[src/rtl/dmem_arbiter_if.sv]
// Data-memory sharing bundle: core MEM-stage port, ext burst port, datamemory port.
// Latency: n/a (signal bundle only).
// Backpressure: core via core_stall, ext via ext_gnt/ext_beat.
interface dmem_arbiter_if #(
    parameter int DM_ADDRESS = 9,
    parameter int DATA_W     = 32,
    parameter int LEN_W      = 3
);
    logic                  core_req;
    logic                  core_we;
    logic [DM_ADDRESS-1:0] core_addr;
    logic [DATA_W-1:0]     core_wdata;
    logic [2:0]            core_funct3;
    logic                  core_stall;
    logic [DATA_W-1:0]     core_rdata;

    logic                  ext_req;
    logic                  ext_we;
    logic [DM_ADDRESS-1:0] ext_addr;
    logic [LEN_W-1:0]      ext_len;
    logic [DATA_W-1:0]     ext_wdata;
    logic                  ext_gnt;
    logic                  ext_beat;
    logic [DATA_W-1:0]     ext_rdata;
    logic                  ext_rvalid;
    logic                  ext_done;

    logic                  mem_rd;
    logic                  mem_wr;
    logic [DM_ADDRESS-1:0] mem_addr;
    logic [DATA_W-1:0]     mem_wdata;
    logic [2:0]            mem_funct3;
    logic [DATA_W-1:0]     mem_rdata;

    // Requesters and the memory model sit on the master side.
    modport master (
        output core_req, core_we, core_addr, core_wdata, core_funct3,
        input  core_stall, core_rdata,
        output ext_req, ext_we, ext_addr, ext_len, ext_wdata,
        input  ext_gnt, ext_beat, ext_rdata, ext_rvalid, ext_done,
        input  mem_rd, mem_wr, mem_addr, mem_wdata, mem_funct3,
        output mem_rdata
    );

    modport slave (
        input  core_req, core_we, core_addr, core_wdata, core_funct3,
        output core_stall, core_rdata,
        input  ext_req, ext_we, ext_addr, ext_len, ext_wdata,
        output ext_gnt, ext_beat, ext_rdata, ext_rvalid, ext_done,
        output mem_rd, mem_wr, mem_addr, mem_wdata, mem_funct3,
        input  mem_rdata
    );
endinterface

[src/rtl/dmem_arbiter.sv]
// Shares one data-memory port between the core MEM stage and an ext burst requester.
// Latency: core 0 cycles; ext granted within STARVE_MAX+1 cycles, burst is len+1 back-to-back beats.
// Backpressure: core held via core_stall during ext beats; ext waits for ext_gnt, burst never stalls.
module dmem_arbiter #(
    parameter int DM_ADDRESS = 9,
    parameter int DATA_W     = 32,
    parameter int LEN_W      = 3,
    parameter int STARVE_MAX = 4
) (
    input  logic           clk,
    input  logic           reset,
    dmem_arbiter_if.slave  bus
);
    localparam int SC_W = $clog2(STARVE_MAX + 1);

    typedef enum logic {IDLE, EXT_BURST} state_t;

    state_t                state, state_nxt;
    logic [SC_W-1:0]       starve_cnt, starve_nxt;
    logic [LEN_W-1:0]      beat_cnt, beat_nxt;
    logic [LEN_W-1:0]      bur_len;
    logic [DM_ADDRESS-1:0] bur_base;
    logic [DM_ADDRESS-1:0] beat_off;
    logic                  bur_we;
    logic                  grant;
    logic                  rd_beat;

    assign grant = (state == IDLE) && bus.ext_req &&
                   (!bus.core_req || (starve_cnt == SC_W'(STARVE_MAX)));
    // Word stride; the add below wraps naturally at the address width.
    assign beat_off       = DM_ADDRESS'({beat_cnt, 2'b00});
    assign bus.core_rdata = bus.mem_rdata;
    assign rd_beat        = bus.ext_beat && bus.mem_rd;

    always_comb begin
        state_nxt      = state;
        starve_nxt     = starve_cnt;
        beat_nxt       = beat_cnt;
        bus.core_stall = 1'b0;
        bus.ext_gnt    = 1'b0;
        bus.ext_beat   = 1'b0;
        bus.ext_done   = 1'b0;
        bus.mem_rd     = 1'b0;
        bus.mem_wr     = 1'b0;
        bus.mem_addr   = '0;
        bus.mem_wdata  = '0;
        bus.mem_funct3 = 3'b000;
        // Outputs stay quiet for the whole time reset is held, not just after the edge.
        if (reset) begin
            case (state)
                IDLE: begin
                    if (grant) begin
                        bus.ext_gnt    = 1'b1;
                        bus.ext_beat   = 1'b1;
                        bus.core_stall = bus.core_req;
                        bus.mem_rd     = !bus.ext_we;
                        bus.mem_wr     = bus.ext_we;
                        bus.mem_addr   = bus.ext_addr;
                        bus.mem_wdata  = bus.ext_wdata;
                        bus.mem_funct3 = 3'b010;
                        starve_nxt     = '0;
                        beat_nxt       = LEN_W'(1);
                        if (bus.ext_len == '0) begin
                            bus.ext_done = 1'b1;
                        end else begin
                            state_nxt = EXT_BURST;
                        end
                    end else begin
                        bus.mem_rd     = bus.core_req && !bus.core_we;
                        bus.mem_wr     = bus.core_req && bus.core_we;
                        bus.mem_addr   = bus.core_addr;
                        bus.mem_wdata  = bus.core_wdata;
                        bus.mem_funct3 = bus.core_funct3;
                        if (bus.ext_req && bus.core_req) begin
                            if (starve_cnt != SC_W'(STARVE_MAX)) begin
                                starve_nxt = starve_cnt + SC_W'(1);
                            end
                        end else begin
                            starve_nxt = '0;
                        end
                    end
                end
                EXT_BURST: begin
                    bus.ext_beat   = 1'b1;
                    bus.core_stall = bus.core_req;
                    bus.mem_rd     = !bur_we;
                    bus.mem_wr     = bur_we;
                    bus.mem_addr   = bur_base + beat_off;
                    bus.mem_wdata  = bus.ext_wdata;
                    bus.mem_funct3 = 3'b010;
                    if (beat_cnt == bur_len) begin
                        bus.ext_done = 1'b1;
                        state_nxt    = IDLE;
                    end else begin
                        beat_nxt = beat_cnt + LEN_W'(1);
                    end
                end
                default: state_nxt = IDLE;
            endcase
        end
    end

    always_ff @(posedge clk or negedge reset) begin
        if (!reset) begin
            state      <= IDLE;
            starve_cnt <= '0;
            beat_cnt   <= '0;
        end else begin
            state      <= state_nxt;
            starve_cnt <= starve_nxt;
            beat_cnt   <= beat_nxt;
        end
    end

    always_ff @(posedge clk or negedge reset) begin
        if (!reset) begin
            bur_base       <= '0;
            bur_we         <= 1'b0;
            bur_len        <= '0;
            bus.ext_rdata  <= '0;
            bus.ext_rvalid <= 1'b0;
        end else begin
            if (grant) begin
                bur_base <= bus.ext_addr;
                bur_we   <= bus.ext_we;
                bur_len  <= bus.ext_len;
            end
            bus.ext_rvalid <= rd_beat;
            if (rd_beat) begin
                bus.ext_rdata <= bus.mem_rdata;
            end
        end
    end
endmodule

[src/flat_wrapper.sv]
// flat-port wrapper written by rule: the top's interface ports become plain ports
module dmem_arbiter_flat 
#(
    parameter int DM_ADDRESS = 9,
    parameter int DATA_W     = 32,
    parameter int LEN_W      = 3,
    parameter int STARVE_MAX = 4
)
  (clk, reset, bus_core_req, bus_core_we, bus_core_addr, bus_core_wdata, bus_core_funct3, bus_core_stall, bus_core_rdata, bus_ext_req, bus_ext_we, bus_ext_addr, bus_ext_len, bus_ext_wdata, bus_ext_gnt, bus_ext_beat, bus_ext_rdata, bus_ext_rvalid, bus_ext_done, bus_mem_rd, bus_mem_wr, bus_mem_addr, bus_mem_wdata, bus_mem_funct3, bus_mem_rdata);
  dmem_arbiter_if #(.DM_ADDRESS(DM_ADDRESS), .DATA_W(DATA_W), .LEN_W(LEN_W)) bus_i ();
  input  logic clk;
  input  logic reset;
  input wire logic [$bits(bus_i.core_req)-1:0] bus_core_req;
  input wire logic [$bits(bus_i.core_we)-1:0] bus_core_we;
  input wire logic [$bits(bus_i.core_addr)-1:0] bus_core_addr;
  input wire logic [$bits(bus_i.core_wdata)-1:0] bus_core_wdata;
  input wire logic [$bits(bus_i.core_funct3)-1:0] bus_core_funct3;
  output wire logic [$bits(bus_i.core_stall)-1:0] bus_core_stall;
  output wire logic [$bits(bus_i.core_rdata)-1:0] bus_core_rdata;
  input wire logic [$bits(bus_i.ext_req)-1:0] bus_ext_req;
  input wire logic [$bits(bus_i.ext_we)-1:0] bus_ext_we;
  input wire logic [$bits(bus_i.ext_addr)-1:0] bus_ext_addr;
  input wire logic [$bits(bus_i.ext_len)-1:0] bus_ext_len;
  input wire logic [$bits(bus_i.ext_wdata)-1:0] bus_ext_wdata;
  output wire logic [$bits(bus_i.ext_gnt)-1:0] bus_ext_gnt;
  output wire logic [$bits(bus_i.ext_beat)-1:0] bus_ext_beat;
  output wire logic [$bits(bus_i.ext_rdata)-1:0] bus_ext_rdata;
  output wire logic [$bits(bus_i.ext_rvalid)-1:0] bus_ext_rvalid;
  output wire logic [$bits(bus_i.ext_done)-1:0] bus_ext_done;
  output wire logic [$bits(bus_i.mem_rd)-1:0] bus_mem_rd;
  output wire logic [$bits(bus_i.mem_wr)-1:0] bus_mem_wr;
  output wire logic [$bits(bus_i.mem_addr)-1:0] bus_mem_addr;
  output wire logic [$bits(bus_i.mem_wdata)-1:0] bus_mem_wdata;
  output wire logic [$bits(bus_i.mem_funct3)-1:0] bus_mem_funct3;
  input wire logic [$bits(bus_i.mem_rdata)-1:0] bus_mem_rdata;
  assign bus_i.core_req = bus_core_req;
  assign bus_i.core_we = bus_core_we;
  assign bus_i.core_addr = bus_core_addr;
  assign bus_i.core_wdata = bus_core_wdata;
  assign bus_i.core_funct3 = bus_core_funct3;
  assign bus_core_stall = bus_i.core_stall;
  assign bus_core_rdata = bus_i.core_rdata;
  assign bus_i.ext_req = bus_ext_req;
  assign bus_i.ext_we = bus_ext_we;
  assign bus_i.ext_addr = bus_ext_addr;
  assign bus_i.ext_len = bus_ext_len;
  assign bus_i.ext_wdata = bus_ext_wdata;
  assign bus_ext_gnt = bus_i.ext_gnt;
  assign bus_ext_beat = bus_i.ext_beat;
  assign bus_ext_rdata = bus_i.ext_rdata;
  assign bus_ext_rvalid = bus_i.ext_rvalid;
  assign bus_ext_done = bus_i.ext_done;
  assign bus_mem_rd = bus_i.mem_rd;
  assign bus_mem_wr = bus_i.mem_wr;
  assign bus_mem_addr = bus_i.mem_addr;
  assign bus_mem_wdata = bus_i.mem_wdata;
  assign bus_mem_funct3 = bus_i.mem_funct3;
  assign bus_i.mem_rdata = bus_mem_rdata;
  dmem_arbiter #(.DM_ADDRESS(DM_ADDRESS), .DATA_W(DATA_W), .LEN_W(LEN_W), .STARVE_MAX(STARVE_MAX)) u_core (.clk(clk), .reset(reset), .bus(bus_i));
endmodule
[config.mk]
export PLATFORM = sky130hd
export DESIGN_NAME = dmem_arbiter_flat
export DESIGN_NICKNAME = d
export VERILOG_FILES = /design/src/rtl/dmem_arbiter_if.sv /design/src/rtl/dmem_arbiter.sv /design/src/flat_wrapper.sv
export SDC_FILE = /design/constraint.sdc
export NUM_CORES = 1
export LEC_CHECK = 0
export BUFFER_PORTS_ARGS = -buffer_cell sky130_fd_sc_hd__clkbuf_2
export CAP_MARGIN = 0
export CORE_MARGIN = 2
export CORE_UTILIZATION = 42
export DETAILED_ROUTE_END_ITERATION = 16
export GPL_ROUTABILITY_DRIVEN = 0
export PLACE_DENSITY = 0.88
export SYNTH_ARGS = -nofsm -noshare
export SYNTH_HDL_FRONTEND = slang
export SYNTH_SLANG_ARGS = --single-unit
[constraint.sdc]
create_clock -name clk -period 2.6 [get_ports clk]
set_input_delay 0.13 -clock clk [delete_from_list [all_inputs] [get_ports clk]]
set_output_delay 0.13 -clock clk [all_outputs]
set_load 0.05 [all_outputs]
==> impl_metrics.ini <==
[yosys]
ys_seq_area_share_pct = 38.60
yosysMostFrequentCell = nand2_1
syn_inst = 363
async_flop_share_pct = 100.0
yosys_warnings = 0
yosys.area_share.simple_pct = 13.22
synth_top_area_share_pct = 38.60
synth_fa_ha_area_share_pct = 2.768
synth_common_cells = nand2_1 (76), dfrtp_1 (53), a21oi_1 (42)
syn_avg_cell_area_um2 = 9.465
synth_top_family_by_area = multiplexers
synth_cell_types = 42
synth-seq-cells = 53
synth.area.top_cells = dfrtp_1 (39%), mux2_4 (13%), nand2_1 (8.3%), buf_4 (7.0%), a21oi_1 (6.1%)
syn_area_um2 = 3436
muxShareOfSynthArea_pct = 20.17
syn-num-nets = 496
yosysTopAreaCell = dfrtp_1
synth-xor-area-share_pct = 1.529
synth-compound-area-share_pct = 12.16
synthFlopType = dfrtp_1
synth_edf_count = 0

[setup_path]
critPathRequiredTime_ns = 2.47
cpPeakStageDelay_ns = 0.41
crit_type = flop to output pin
arrival_ns = 2.32
crit_path_end = bus_mem_wdata[7]
regToRegEndpoint = u_core.bus.ext_rdata[14]
rr_startpoint = u_core.state
worstSetupStartpoint = u_core.starve_cnt[0]
cp_num_buf_inv = 5
reg2reg_slack_ns = 0.39
ff2ff_path_depth = 5
startpoint_type = flop
critPathMostFrequentCell = buf_4
worstSetupEndpointType = output pin
slowest_stage = a21boi_1
critPathMaxFanout = 5
cpLargestDelayFamily = buffers and inverters
crit_cells = 10
crit_chain = inv_1 > ha_1 > a21boi_1 > o21ai_2 > buf_4 > buf_4 > buf_4 > nand2_1 > a21oi_1 > clkbuf_2

[power_and_ir_drop]
ir_drop_v = 0.0008989
p_clk_share_pct = 9.0
power_frac_comb_pct = 65.8
cellPowerDensity_nw_per_um2 = 1303
switchingPower_mw = 3.332
power_mw = 6.191
p_int_mw = 2.858
p_sw_share_pct = 53.83
seqPwrFrac_pct = 25.1
leakagePower_nw = 2.660

[timing]
finClkSkew_ns = 0.01264
holdWs_ns = 0.06504
setup_viol = 0
hold_viol = 0
fin_crit_sh_pct = 94.19
tightest_slew_ns = 0.5596
fin_crit_ns = 2.449
maxSlewViolCount = 0
max_slew_margin_pct = 62.41
clock.fmax_mhz = 408.3

[detailed_routing]
via_per_inst = 5.100
drt_first_pass_iters = 4
drt.antenna.violating_nets = 0
wl_per_cell_um = 16.64
wl_um = 11280
wl_met3_um = 953
wl_met2_um = 5996
drc = 0
wl_met1_um = 4191
vias = 3458
drt_iter0_drc = 148
highest_layer = met4

[finish]
syn_to_final_growth_pct = 38.24
fin_cells = 678
diodes = 0
stdcell_area_um2 = 4750
utilization_pct = 60.83
nFillCells = 671
nets = 708
drive_above_1_share_pct = 54.86

[clock_network]
cts_tree = yes
insertion_delay_ns = 0.30
cts.clk_slew.worst_paths_ns = 0.10
cts.htree.levels = 2
cts_inserted_buffers = 5
clockBufferDepth = 2
cts_sinks = 53
cts_root_buf = clkbuf_8

[global_route]
grt_usage_pct = 25.10
first_global_vias = 3540
grt_antenna_before_repair = 0
grt-ovfl-total = 0
grt_pass1_wl_um = 17390
grt_max_degree = 48

[floorplanning]
start_util_pct = 44.01
die_y_um = 94.45
coreArea_um2 = 7807
die_x_um = 94.45
rows = 32
die_area_um2 = 8920
io_pins = 241

[outcome]
status = completed

[placed_design]
dp_hpwl_um = 9183
dpl-instance-area_um2 = 4542
io_buffers = 240
dp.cells = 663

[min_path]
hp-class = primary input to flop

[run]
max-cap-violations = 0
==> how the worst min path moves through the flow <==
stage	start	endpoint	slack, ns	cells after the start
finish	bus_mem_rdata[22]	u_core.bus.ext_rdata[22]	0.07	2
global route	bus_mem_rdata[6]	u_core.bus.ext_rdata[6]	0.06	2
CTS	bus_mem_rdata[22]	u_core.bus.ext_rdata[22]	0.06	2
detailed placement	reset	u_core.bur_we	-0.06	1
global placement	reset	u_core.bur_we	-0.06	1
floorplan	reset	u_core.beat_cnt[0]	-0.17	0
==> placed cells by master (no fill, tap or decap), types with 10 or more instances in the layout <==
cell type,n
inv_1,11
nand2_1,76
o21ai_0,13
mux2_2,14
buf_4,16
a21oi_1,41
mux2_4,29
dfrtp_1,53
clkbuf_2,224
clkbuf_4,13
mux2i_1,10
==> repair_timing <==
| item | in CTS | in global routing |
|---|---|---|
| hold endpoints to repair | 21 | 0 |
| gates cloned | 0 | 0 |
| gates resized for setup | 14 | 3 |
| hold buffers | 1 | 0 |
| pin swaps | 1 | 2 |
| setup buffers | 2 | 4 |
| endpoints found under the setup margin | 26 | 36 |
==> cells by family after synthesis <==
group,Yosys count
buffers and inverters,66
AOI/OAI and AO/OA,73
adders and majority gates,7
DFF,53
muxes,53
and+or+nand+nor,105
xor gates and xnor gates,6
==> sequential cells by signal, summed over array words and instances, names as in the netlist <==
name and cells:
u_core.bur_we 1, u_core.bur_len 3, u_core.bus.ext_rvalid 1, u_core.state 1, u_core.bus.ext_rdata 32, u_core.bur_base 9, u_core.beat_cnt 3, u_core.starve_cnt 3
==> power by group through the flow <==
stage,Combinational [mW],Clock (mW),Sequential [mW]
2_1_floorplan,2.22,0,2.41
3_3_place_gp,3.93,0,1.53
3_5_place_dp,4.01,0,1.55
4_1_cts,4.06,0.577,1.55
5_1_grt,4.32,0.609,1.61
6_report,4.08,0.560,1.56
==> final cells by class <==
cell class,instances,area (µm²),share of cell area [%]
multi-input cells,244,1734,36.51
clock inverters,3,43.79,0.9220
inverters,12,45.04,0.9484
repair buffers,259,1404,29.56
well taps,102,127.6,2.687
flip-flops and latches,53,1326,27.92
clock buffers,5,68.82,1.449
==> metrics by stage <==
step                      worst slack (ns)  setup TNS (ns)
after floorplan                    0.08854               0
after global placement              0.3466               0
after detailed placement            0.1546               0
after CTS                        0.0001750               0
after global routing             -0.003217       -0.003217
final                               0.1511               0
==> metal layers <==
layer	GRT usage [%]	up-vias
li1	-	1638
met1	28.80	1621
met2	46.73	189
met3	4.789	10
met4	8.213	0
met5	0	-
No activity file was read; power rests on OpenSTA's default activity.
